===== src/rtl/pipeline_ctrl.sv =====
// MiniMIPS32 pipeline sequencing: merges stall requests, divide wait and MEM exceptions.
// Define DIV_HANDSHAKE_EN to end divides on div_ready instead of the fixed DIV_CYCLES counter.
module pipeline_ctrl #(
  parameter int          DIV_CYCLES = 32,
  parameter logic [31:0] EXC_VECTOR = 32'hBFC00380,
  parameter logic [4:0]  EXC_NONE   = 5'h10,
  parameter logic [4:0]  EXC_ERET   = 5'h11
) (
  input  logic        cpu_clk_50M,
  input  logic        cpu_rst_n,
  input  logic        stallreq_id,
  input  logic        div_start,
  input  logic        div_ready,
  input  logic [4:0]  mem_exccode,
  input  logic [31:0] cp0_epc,
  output logic [3:0]  stall,
  output logic        flush,
  output logic [31:0] flush_pc,
  output logic        div_busy,
  output logic        div_done,
  output logic        div_cancel
);

  typedef enum logic [1:0] {
    RUN   = 2'd0,
    DIV   = 2'd1,
    FLUSH = 2'd2
  } state_t;

  state_t      state, state_next;
  logic        exc, release_div;
  logic        cnt_load, cnt_dec, cnt_clr;
  logic [3:0]  stall_c;
  logic        flush_c, busy_c, done_c, cancel_c;
  logic [31:0] redirect;

  // Once in FLUSH the pipeline is empty, so any exccode there is stale.
  assign exc      = (mem_exccode != EXC_NONE) && ((state == RUN) || (state == DIV));
  assign redirect = (mem_exccode == EXC_ERET) ? cp0_epc : EXC_VECTOR;

`ifdef DIV_HANDSHAKE_EN
  localparam int unused_div_cycles = DIV_CYCLES;
  logic unused_cnt;

  assign release_div = div_ready;
  assign unused_cnt  = cnt_load ^ cnt_dec ^ cnt_clr;
`else
  localparam int CW = $clog2(DIV_CYCLES);
  logic [CW-1:0] count;
  logic          unused_div_ready;

  assign release_div      = (count == '0);
  assign unused_div_ready = div_ready;

  // Loaded with DIV_CYCLES-1 in the start cycle so the release lands DIV_CYCLES cycles later.
  always_ff @(posedge cpu_clk_50M or negedge cpu_rst_n) begin
    if (!cpu_rst_n)                   count <= '0;
    else if (cnt_clr)                 count <= '0;
    else if (cnt_load)                count <= CW'(DIV_CYCLES - 1);
    else if (cnt_dec && count != '0)  count <= count - CW'(1);
  end
`endif

  always_ff @(posedge cpu_clk_50M or negedge cpu_rst_n) begin
    if (!cpu_rst_n) state <= RUN;
    else            state <= state_next;
  end

  always_comb begin
    state_next = RUN;
    stall_c    = 4'b0000;
    flush_c    = 1'b0;
    busy_c     = 1'b0;
    done_c     = 1'b0;
    cancel_c   = 1'b0;
    cnt_load   = 1'b0;
    cnt_dec    = 1'b0;
    cnt_clr    = 1'b0;
    case (state)
      RUN: begin
        if (exc) begin
          flush_c    = 1'b1;
          cancel_c   = div_start;
          cnt_clr    = div_start;
          state_next = FLUSH;
        end else if (div_start) begin
          stall_c    = 4'b1111;
          cnt_load   = 1'b1;
          state_next = DIV;
        end else if (stallreq_id) begin
          stall_c    = 4'b0111;
        end
      end
      DIV: begin
        busy_c = 1'b1;
        if (exc) begin
          flush_c    = 1'b1;
          cancel_c   = 1'b1;
          cnt_clr    = 1'b1;
          state_next = FLUSH;
        end else if (release_div) begin
          done_c     = 1'b1;
          state_next = RUN;
        end else begin
          stall_c    = 4'b1111;
          cnt_dec    = 1'b1;
          state_next = DIV;
        end
      end
      FLUSH:   state_next = RUN;
      default: state_next = RUN;
    endcase
  end

  // Reset forces every output quiet regardless of the inputs presented.
  assign stall      = cpu_rst_n ? stall_c : 4'b0000;
  assign flush      = cpu_rst_n & flush_c;
  assign flush_pc   = (cpu_rst_n && flush_c) ? redirect : 32'd0;
  assign div_busy   = cpu_rst_n & busy_c;
  assign div_done   = cpu_rst_n & done_c;
  assign div_cancel = cpu_rst_n & cancel_c;

endmodule


===== config.mk =====
export PLATFORM = sky130hd
export DESIGN_NAME = pipeline_ctrl
export DESIGN_NICKNAME = d
export VERILOG_FILES = /design/src/rtl/pipeline_ctrl.sv
export SDC_FILE = /design/constraint.sdc
export NUM_CORES = 1
export LEC_CHECK = 0
export CELL_PAD_IN_SITES_DETAIL_PLACEMENT = 1
export CELL_PAD_IN_SITES_GLOBAL_PLACEMENT = 1
export CORE_MARGIN = 8
export CORE_UTILIZATION = 18
export DETAILED_ROUTE_END_ITERATION = 10
export PLACE_DENSITY_LB_ADDON = 0.3
export SYNTH_ARGS = -nofsm -noshare
export SYNTH_HDL_FRONTEND = slang
export SYNTH_SLANG_ARGS = --single-unit

===== constraint.sdc =====
create_clock -name cpu_clk_50M -period 2.85 [get_ports cpu_clk_50M]
set_clock_uncertainty 0.1 [all_clocks]
set_input_delay 0.57 -clock cpu_clk_50M [delete_from_list [all_inputs] [get_ports cpu_clk_50M]]
set_output_delay 0.57 -clock cpu_clk_50M [all_outputs]
set_load 0.005 [all_outputs]

==> metrics.txt <==
Max Slew Vio Count=0; sequential area share after synthesis=0.216; total grt overflow=0; fillers=560; power share of the clock group=0.264; Syn Area/Cell=7.30 um2; synthesized area=811 um2; Yosys warning count=0; Max Root-Sink Buffers=2; Max Cap Violations=0; Power Density=298 nW/um2; min Tclk post-route=2.78 ns; Worst setup EP type=output pin; LEAKAGE=0.000894 uW; clock latency on the worst-skew pair=0.23 ns; initial antenna violation count=0; combinational power share=0.506; clock slew at reported path FFs=0.04 ns; WP data arrival=2.11 ns; Post-DP HPWL=3540 um; Tot GR Track Use=0.128; Nets=262; CTS tree=built; compound-cell area share of the yosys netlist=0.216; # setup viols final=0; drt via density=4.40; DRT Wirelength=4490 um; Fin Setup TNS=0 ns; initial core utilization=0.186; ys flop type=dfrtp_1; Sink Count=7; critical path fanouts, max=12; Critical Path, Cell by Cell=clkdlybuf4s15_1 > or4b_4 > or2_4 > buf_4 > buf_6 > nor2_1 > nor2_1 > buf_2; fmax=359 MHz; Die H=83.1 um; EDFF count, synth=0; main combinational cell family by area after synthesis=simple AND/OR/NAND/NOR gates; Reg power frac=0.231; pin count of the biggest net entering global routing=13; adder-cell share of the synthesized area=0.0154; asr flop ratio synth=1.00; die width=83.1 um; syn_nets=154; die footprint=6910 um2; Placer Congestion=0.787; commonest cells after routing, fill and taps aside=37 x clkdlybuf4s50_1, 32 x buf_2, 30 x nor2_1, 18 x and2_1, 17 x buf_4; Synth Area in XOR/XNOR=0; kind of start point of the critical path=input pin; post-route ant nets=0; DRC=0; simple-gate share of the synthesized area=0.457; CP top delay family=simple AND/OR/NAND/NOR gates; total CTS buffers=3; slowest CP cell=or4b_4; core box area=4350 um2; layout cells sized above 1=0.399; fin cells=270; crit path buf inv count=4; Hold Crit Class=flip-flop to flip-flop; Syn Inst Count=111; # port buffers=80; H-tree levels=1; mux cell area share after synthesis=0; # IOs=82; Yosys reg bits=7; Peak VDD IR=231 uV; Slew Limit Headroom=0.801; clock root buffer=clkbuf_8; CP peak stage delay=0.54 ns; Critical Path RT=2.18 ns; vias in the first global route=1329; first-pass GRT wire length=7330 um; footprint of the multi-input gates=611 um2; commonest non-fill, non-tap cell in the layout=clkdlybuf4s50_1; origin of the worst min-delay path=count[1]$_DFFE_PN0P_; Setup CP Type=input pin to output pin; DRT iter0 DRCs=10; outcome=finished, final reports clean; # diodes=0; Crit path top cell by count=nor2_1; final hold viol count=0; NetSw=179 uW; period utilization=0.976; RSZ-0062 raised after global routing=false; Pre-antenna DRT Iters=4; Sequential Area=175 um2; worst slew pin tran=0.299 ns; worst r2r src=count[0]$_DFFE_PN0P_; Rows=24; library cells used by synthesis=33; routed via count=1189; Switching Fraction=0.333; Placed Cells incl. Taps=251; area grow syn2layout=123%; Pint=359 uW; Wirelength per Cell=16.6 um; Crit. Startpoint=mem_exccode[1]
worst paths after layout:
path                                         to  slack (ns)  cells after the start
max                                flush_pc[22]        0.07                      8
min                        count[1]$_DFFE_PN0P_        0.45                      1
max reg2reg                count[3]$_DFFE_PN0P_        0.79                      9
min reg2reg                count[1]$_DFFE_PN0P_        0.45                      1
max in group asynchronous  count[1]$_DFFE_PN0P_        1.98                      2
min in group asynchronous    state[0]$_DFF_PN0_        0.55                      2
power by group through the flow:
| stage | logic [uW] | registers, uW | clock network (uW) |
|---|---|---|---|
| detailed placement | 262 | 125 | 0 |
| global route | 298 | 127 | 153 |
| floorplan | 99.8 | 120 | 0 |
| global placement | 252 | 123 | 0 |
| CTS | 274 | 124 | 147 |
| finish | 272 | 124 | 142 |
per-stage QoR:
step | utilization | power (uW) | setup slack, ns | area [um2] | hold WS (ns)
after floorplan | - | 220 | 0.298 | 811 | 0.174
after global placement | 0.399 | 375 | -0.535 | 1740 | 0.421
after detailed placement | 0.399 | 387 | -0.557 | 1740 | 0.449
after CTS | 0.413 | 545 | 0.0109 | 1800 | 0.458
after global routing | 0.415 | 578 | 0.0110 | 1810 | 0.495
final | 0.415 | 538 | 0.0674 | 1810 | 0.450
timing repair:
item,4_1_cts,5_1_grt
pin swaps,14,4
cloned,3,0
hold buffers,0,0
setup buffers,13,1
gates resized for setup,175,9
endpoints found under the setup margin,39,15
registers in the layout, indices dropped and copies added, names as in the netlist:
| name | count |
|---|---|
| state | 2 |
| count | 5 |
layer usage:
layer	global-route usage	routed length, um
met1	0.135	1810
met2	0.234	2310
met3	0.0400	331
met5	0	0
met4	0.0383	38
cells in the mapped netlist, types with 2 or more instances:
cell type | count | area share
nand2b_1 | 2 | 0.015
buf_6 | 2 | 0.028
o22ai_1 | 2 | 0.015
nor2_1 | 31 | 0.14
inv_1 | 7 | 0.032
nor2b_1 | 2 | 0.015
and2_1 | 23 | 0.18
dfrtp_1 | 7 | 0.22
a211oi_1 | 3 | 0.028
buf_2 | 2 | 0.012
nand2_1 | 4 | 0.019
buf_4 | 2 | 0.019
a21oi_1 | 4 | 0.025
area by class of cell:
cell class              instances  share of cell area
flip-flops and latches          7              0.0970
well taps                      52              0.0360
clock buffers                   4              0.0249
inverters                       7              0.0145
multi-input cells              92               0.338
repair buffers                108               0.490
cells by family after synthesis:
family	count (synthesis)
buffers and inverters	14
DFF	7
adders and majority gates	1
AOI/OAI and AO/OA	20
and+or+nand+nor	69
No activity file was read; power rests on OpenSTA's default activity.
